File: config.mk
export PLATFORM = sky130hd
export DESIGN_NAME = reg_dump_streamer
export DESIGN_NICKNAME = d
export VERILOG_FILES = /design/src/rtl/reg_dump_pkg.sv /design/src/rtl/reg_dump_streamer_word_serializer.sv /design/src/rtl/reg_dump_streamer.sv
export SDC_FILE = /design/constraint.sdc
export NUM_CORES = 1
export LEC_CHECK = 0
export BUFFER_PORTS_ARGS = -buffer_cell sky130_fd_sc_hd__buf_2
export CORE_MARGIN = 4
export CORE_UTILIZATION = 55
export DETAILED_ROUTE_END_ITERATION = 10
export PLACE_DENSITY_LB_ADDON = 0.05
export SLEW_MARGIN = 20
export SYNTH_ARGS = -nofsm -noshare
export SYNTH_HDL_FRONTEND = slang
export SYNTH_HIERARCHICAL = 1
export SYNTH_SLANG_ARGS = --single-unit
File: constraint.sdc
create_clock -name clk -period 5.2 [get_ports clk]
set_input_delay 0.52 -clock clk [delete_from_list [all_inputs] [get_ports clk]]
set_output_delay 0.52 -clock clk [all_outputs]
set_load 0.02 [all_outputs]
File: src/rtl/reg_dump_pkg.sv
// Shared types and constants for the register-file dump streamer.
package reg_dump_pkg;

  localparam int BYTE_W         = 8;
  localparam int DATA_WIDTH_DEF = 32;
  localparam int ADDR_WIDTH_DEF = 5;
  localparam int BYTES_PER_WORD = DATA_WIDTH_DEF / BYTE_W;

  typedef enum logic [1:0] {
    ST_IDLE = 2'd0,
    ST_LOAD = 2'd1,
    ST_SEND = 2'd2,
    ST_DONE = 2'd3
  } dump_state_t;

  function automatic int bytes_per_word(input int data_width);
    return data_width / BYTE_W;
  endfunction

endpackage

File: src/rtl/reg_dump_streamer_word_serializer.sv
// Parallel-load shift register that emits a word MSB byte first over valid/ready.
module word_serializer
  import reg_dump_pkg::*;
#(
  parameter int DATA_WIDTH = DATA_WIDTH_DEF
) (
  input  logic                  clk,
  input  logic                  reset,
  input  logic                  clk_en,
  input  logic                  load_i,
  input  logic [DATA_WIDTH-1:0] load_data_i,
  input  logic                  valid_i,
  input  logic                  ready_i,
  output logic [BYTE_W-1:0]     data_o,
  output logic                  accept_o,
  output logic                  last_o
);

  localparam int NBYTES = bytes_per_word(DATA_WIDTH);
  localparam int CW     = (NBYTES > 1) ? $clog2(NBYTES) : 1;

  logic [DATA_WIDTH-1:0] shift_q, shift_d;
  logic [CW-1:0]         count_q, count_d;

  assign accept_o = clk_en & valid_i & ready_i;
  assign last_o   = (count_q == CW'(NBYTES - 1));
  assign data_o   = shift_q[DATA_WIDTH-1 -: BYTE_W];

  always_comb begin
    shift_d = shift_q;
    count_d = count_q;
    if (clk_en && load_i) begin
      shift_d = load_data_i;
      count_d = '0;
    end else if (accept_o) begin
      shift_d = shift_q << BYTE_W;
      count_d = last_o ? '0 : count_q + CW'(1);
    end
  end

  always_ff @(posedge clk or posedge reset) begin
    if (reset) begin
      shift_q <= '0;
      count_q <= '0;
    end else begin
      shift_q <= shift_d;
      count_q <= count_d;
    end
  end

endmodule

File: src/rtl/reg_dump_streamer.sv
// Walks every register through one read port and streams each word MSB byte first.
// state | meaning
// IDLE  | waiting for start; rd_addr keeps the last index read
// LOAD  | rd_addr = index, word captured into the serializer
// SEND  | bytes of the captured word offered on tx_*
// DONE  | one-cycle done pulse, then back to IDLE
module reg_dump_streamer
  import reg_dump_pkg::*;
#(
  parameter int DATA_WIDTH = DATA_WIDTH_DEF,
  parameter int ADDR_WIDTH = ADDR_WIDTH_DEF
) (
  input  logic                  clk,
  input  logic                  reset,
  input  logic                  clk_en,
  input  logic                  start,
  output logic                  busy,
  output logic                  done,
  output logic [ADDR_WIDTH-1:0] rd_addr,
  input  logic [DATA_WIDTH-1:0] rd_data,
  output logic [BYTE_W-1:0]     tx_data,
  output logic                  tx_valid,
  input  logic                  tx_ready
);

  localparam logic [ADDR_WIDTH-1:0] LAST_IDX = '1;

  dump_state_t           state_q, state_d;
  logic [ADDR_WIDTH-1:0] index_q, index_d;
  logic                  load;
  logic                  accept;
  logic                  last_byte;

  word_serializer #(
    .DATA_WIDTH(DATA_WIDTH)
  ) u_ser (
    .clk        (clk),
    .reset      (reset),
    .clk_en     (clk_en),
    .load_i     (load),
    .load_data_i(rd_data),
    .valid_i    (tx_valid),
    .ready_i    (tx_ready),
    .data_o     (tx_data),
    .accept_o   (accept),
    .last_o     (last_byte)
  );

  // Index clears on leaving IDLE so rd_addr still shows the last register while idle.
  always_comb begin
    state_d = state_q;
    index_d = index_q;
    load    = 1'b0;
    if (clk_en) begin
      case (state_q)
        ST_IDLE: begin
          if (start) begin
            index_d = '0;
            state_d = ST_LOAD;
          end
        end
        ST_LOAD: begin
          load    = 1'b1;
          state_d = ST_SEND;
        end
        ST_SEND: begin
          if (accept && last_byte) begin
            if (index_q == LAST_IDX) begin
              state_d = ST_DONE;
            end else begin
              index_d = index_q + ADDR_WIDTH'(1);
              state_d = ST_LOAD;
            end
          end
        end
        ST_DONE: state_d = ST_IDLE;
        default: state_d = ST_IDLE;
      endcase
    end
  end

  always_ff @(posedge clk or posedge reset) begin
    if (reset) begin
      state_q <= ST_IDLE;
      index_q <= '0;
    end else begin
      state_q <= state_d;
      index_q <= index_d;
    end
  end

  assign rd_addr  = index_q;
  assign tx_valid = (state_q == ST_SEND) & clk_en;
  assign busy     = (state_q == ST_LOAD) | (state_q == ST_SEND);
  assign done     = (state_q == ST_DONE);

endmodule

==> results.ini <==
[run_status]
status = complete, no violations

[grt]
antenna_found_initial = 0
overflow = 0
grt_pass1_wl_um = 7580
grt_pass1_vias = 1635
grt_usage_pct = 19.2
grt_start_max_net_pins = 37

[floorplanning]
rows = 22
die_x_um = 69.8
coreArea_um2 = 3660
start_util_pct = 57.3
pin_count = 53
chipHeight_um = 69.8
dieArea_um2 = 4870

[place]
place_area_um2 = 2290
place_congestion = 0.785
place_hpwl_um = 2970
numPortBuffers = 52
post-place-ws_ns = 1.97

[synthesis]
yosysTopAreaCellShare_pct = 48.9
syn_nets = 283
async_flop_share_pct = 100
yosysSeqAreaShare_pct = 48.9
ys_ff_latch = 41
syn_inst = 238
yosysUniqueCellTypes = 34
synth_ff_type = dfrtp_1
synth_edf_count = 0
synth_warnings = 6
synth_top_cell_by_area = dfrtp_1
synth_area_um2 = 2100
synth.area.top_cells = dfrtp_1 49%, a21oi_1 12%, nand2_1 8.6%, ha_1 4.8%, nor2_1 4.3%
syn_area_per_cell_um2 = 8.82

[critical_path]
crit_path_max_incr_delay_ns = 0.55
path_buf_inv = 2
cp_data_required_time_ns = 5.38
crit_chain = inv_1, ha_1, and2_1, nand3_2, clkinv_2, a21bo_2, o2111ai_1, a221o_1
arrival_ns = 3.46
cpMaxStageDelayCell = nand3_2
critPathCaptureType = flop
setup.worst_path.class = flop to flop
start_kind = flop
cp_max_fo = 36
critPathTopFamily = compound AO/OA/AOI/OAI gates

[drt]
wl_per_cell_um = 13.4
drt_iter0_drc = 181
vias = 1719
via_per_inst = 5.29
drtAntennaViolNets = 0
wl_um = 4370
drc = 0
first_pass_iters = 6

[power_and_ir_drop]
pwr_density_cell_nw_per_um2 = 511
p_leak_nw = 1.25
max-vdd-ir-drop_uv = 265

[final_layout]
stdcell_area_um2 = 2390
final_cell_mix = 52 x buf_2, 50 x a21oi_1, 48 x nand2_1, 41 x dfrtp_1, 24 x nor2_1
diodes = 0
mostFrequentLayoutCell = buf_2
utilization_pct = 65.3
area_delta_synth_final_pct = 14.0
nFillCells = 315
layout.nets = 322
drive_gt1_share_pct = 23.5

[timing]
fin_ws_ns = 1.92
fin_skew_ns = 0.00570
slew_headroom_pct = 33.6
finalMaxSlewViolations = 0
whs_ns = 0.151
tns_ns = 0
final-setup-viol-count = 0
fmax_ghz = 0.305
max_slew.worst_pin.slew_ns = 0.994
rsz0062_at_grt = no
layout_min_cycle_time_ns = 3.28
final_hold_viol_count = 0
period_share_pct = 63.0

[job]
max_cap_viol_count = 0

[cts]
ctsHoldBuffers = 0
clk_pin_slew_ns = 0.08
worstSkewPairLatency_ns = 0.30
cts.sinks = 41
cts_resized = 0
postCtsSetupRepairBufs = 0
cts_buffers = 5
cts_htree_levels = 2
root_buffer = clkbuf_8
cts_tree = built
clockBufferDepth = 2

[hold_path]
hold_path_class = input port to async pin

[cell families (layout without fill, tap and decap cells)]
family | Yosys count | after routing | synth area share [%]
buf+inv | 27 | 66 | 7.75
flops | 41 | 41 | 48.9
compound gates | 61 | 61 | 16.7
simple gates | 101 | 101 | 21.9
fa+ha+maj | 8 | 8 | 4.77
[synth_stat cells (all sizes together) (2+ instances only)]
cell type and n:
and2 3, inv 5, ha 8, and3 6
nor2 24, a21oi 50, dfrtp 41, nor3b 3
nand3 9, clkbuf 4, a221o 3, nand2 48
nand2b 2, buf 17
[layout make-up]
class	count	area, um^2	area share, %
flip-flops and latches	41	1030	42.9
multi-input cells	170	911	38.1
repair buffers	53	268	11.2
clock buffers	5	68.8	2.88
well taps	48	60.1	2.51
clock inverters	2	35.0	1.46
inverters	6	23.8	0.994
[power by group]
| group | internal [mW] | leakage, nW | total (mW) | switching (mW) |
|---|---|---|---|---|
| Combinational | 0.171 | 0.700 | 0.430 | 0.259 |
| Sequential | 0.460 | 0.499 | 0.544 | 0.0845 |
| Clock | 0.140 | 0.0540 | 0.249 | 0.109 |
[path summary, 6_finish.rpt]
| check | from | end | slack (ns) | depth (start not counted) |
|---|---|---|---|---|
| max | state_q[0]$_DFFE_PP0P_ | rd_addr[3]$_DFFE_PP0P_ | 1.92 | 8 |
| min | reset | state_q[0]$_DFFE_PP0P_ | 0.15 | 2 |
| max reg2reg | state_q[0]$_DFFE_PP0P_ | rd_addr[3]$_DFFE_PP0P_ | 1.92 | 8 |
| min reg2reg | u_ser/shift_q[31]$_DFFE_PP0P_ | u_ser/shift_q[31]$_DFFE_PP0P_ | 0.51 | 2 |
| max in group asynchronous | reset | u_ser/shift_q[4]$_DFFE_PP0P_ | 4.59 | 3 |
| min in group clk | rd_data[6] | u_ser/shift_q[6]$_DFFE_PP0P_ | 0.41 | 3 |
[sequential cells by signal (all words and copies together), names as in the netlist]
| signal | count |
|---|---|
| rd_addr | 5 |
| state_q | 2 |
| u_ser/count_q | 2 |
| u_ser/shift_q | 32 |
[metal layers]
layer	vias up	global-route usage, %	routed length (um)
li1	877	-	-
met1	790	27.2	2170
met2	45	28.8	1900
met3	7	6.38	251
met4	0	4.47	44
met5	-	0	0
[stage by stage]
step / instances / total power [mW]
6_report: 325 / 1.22
5_1_grt: 325 / 1.31
3_5_place_dp: 318 / 0.981
4_1_cts: 325 / 1.23
2_1_floorplan: 238 / 0.906
3_3_place_gp: 318 / 0.965
Power figures use the tool's default switching activity.
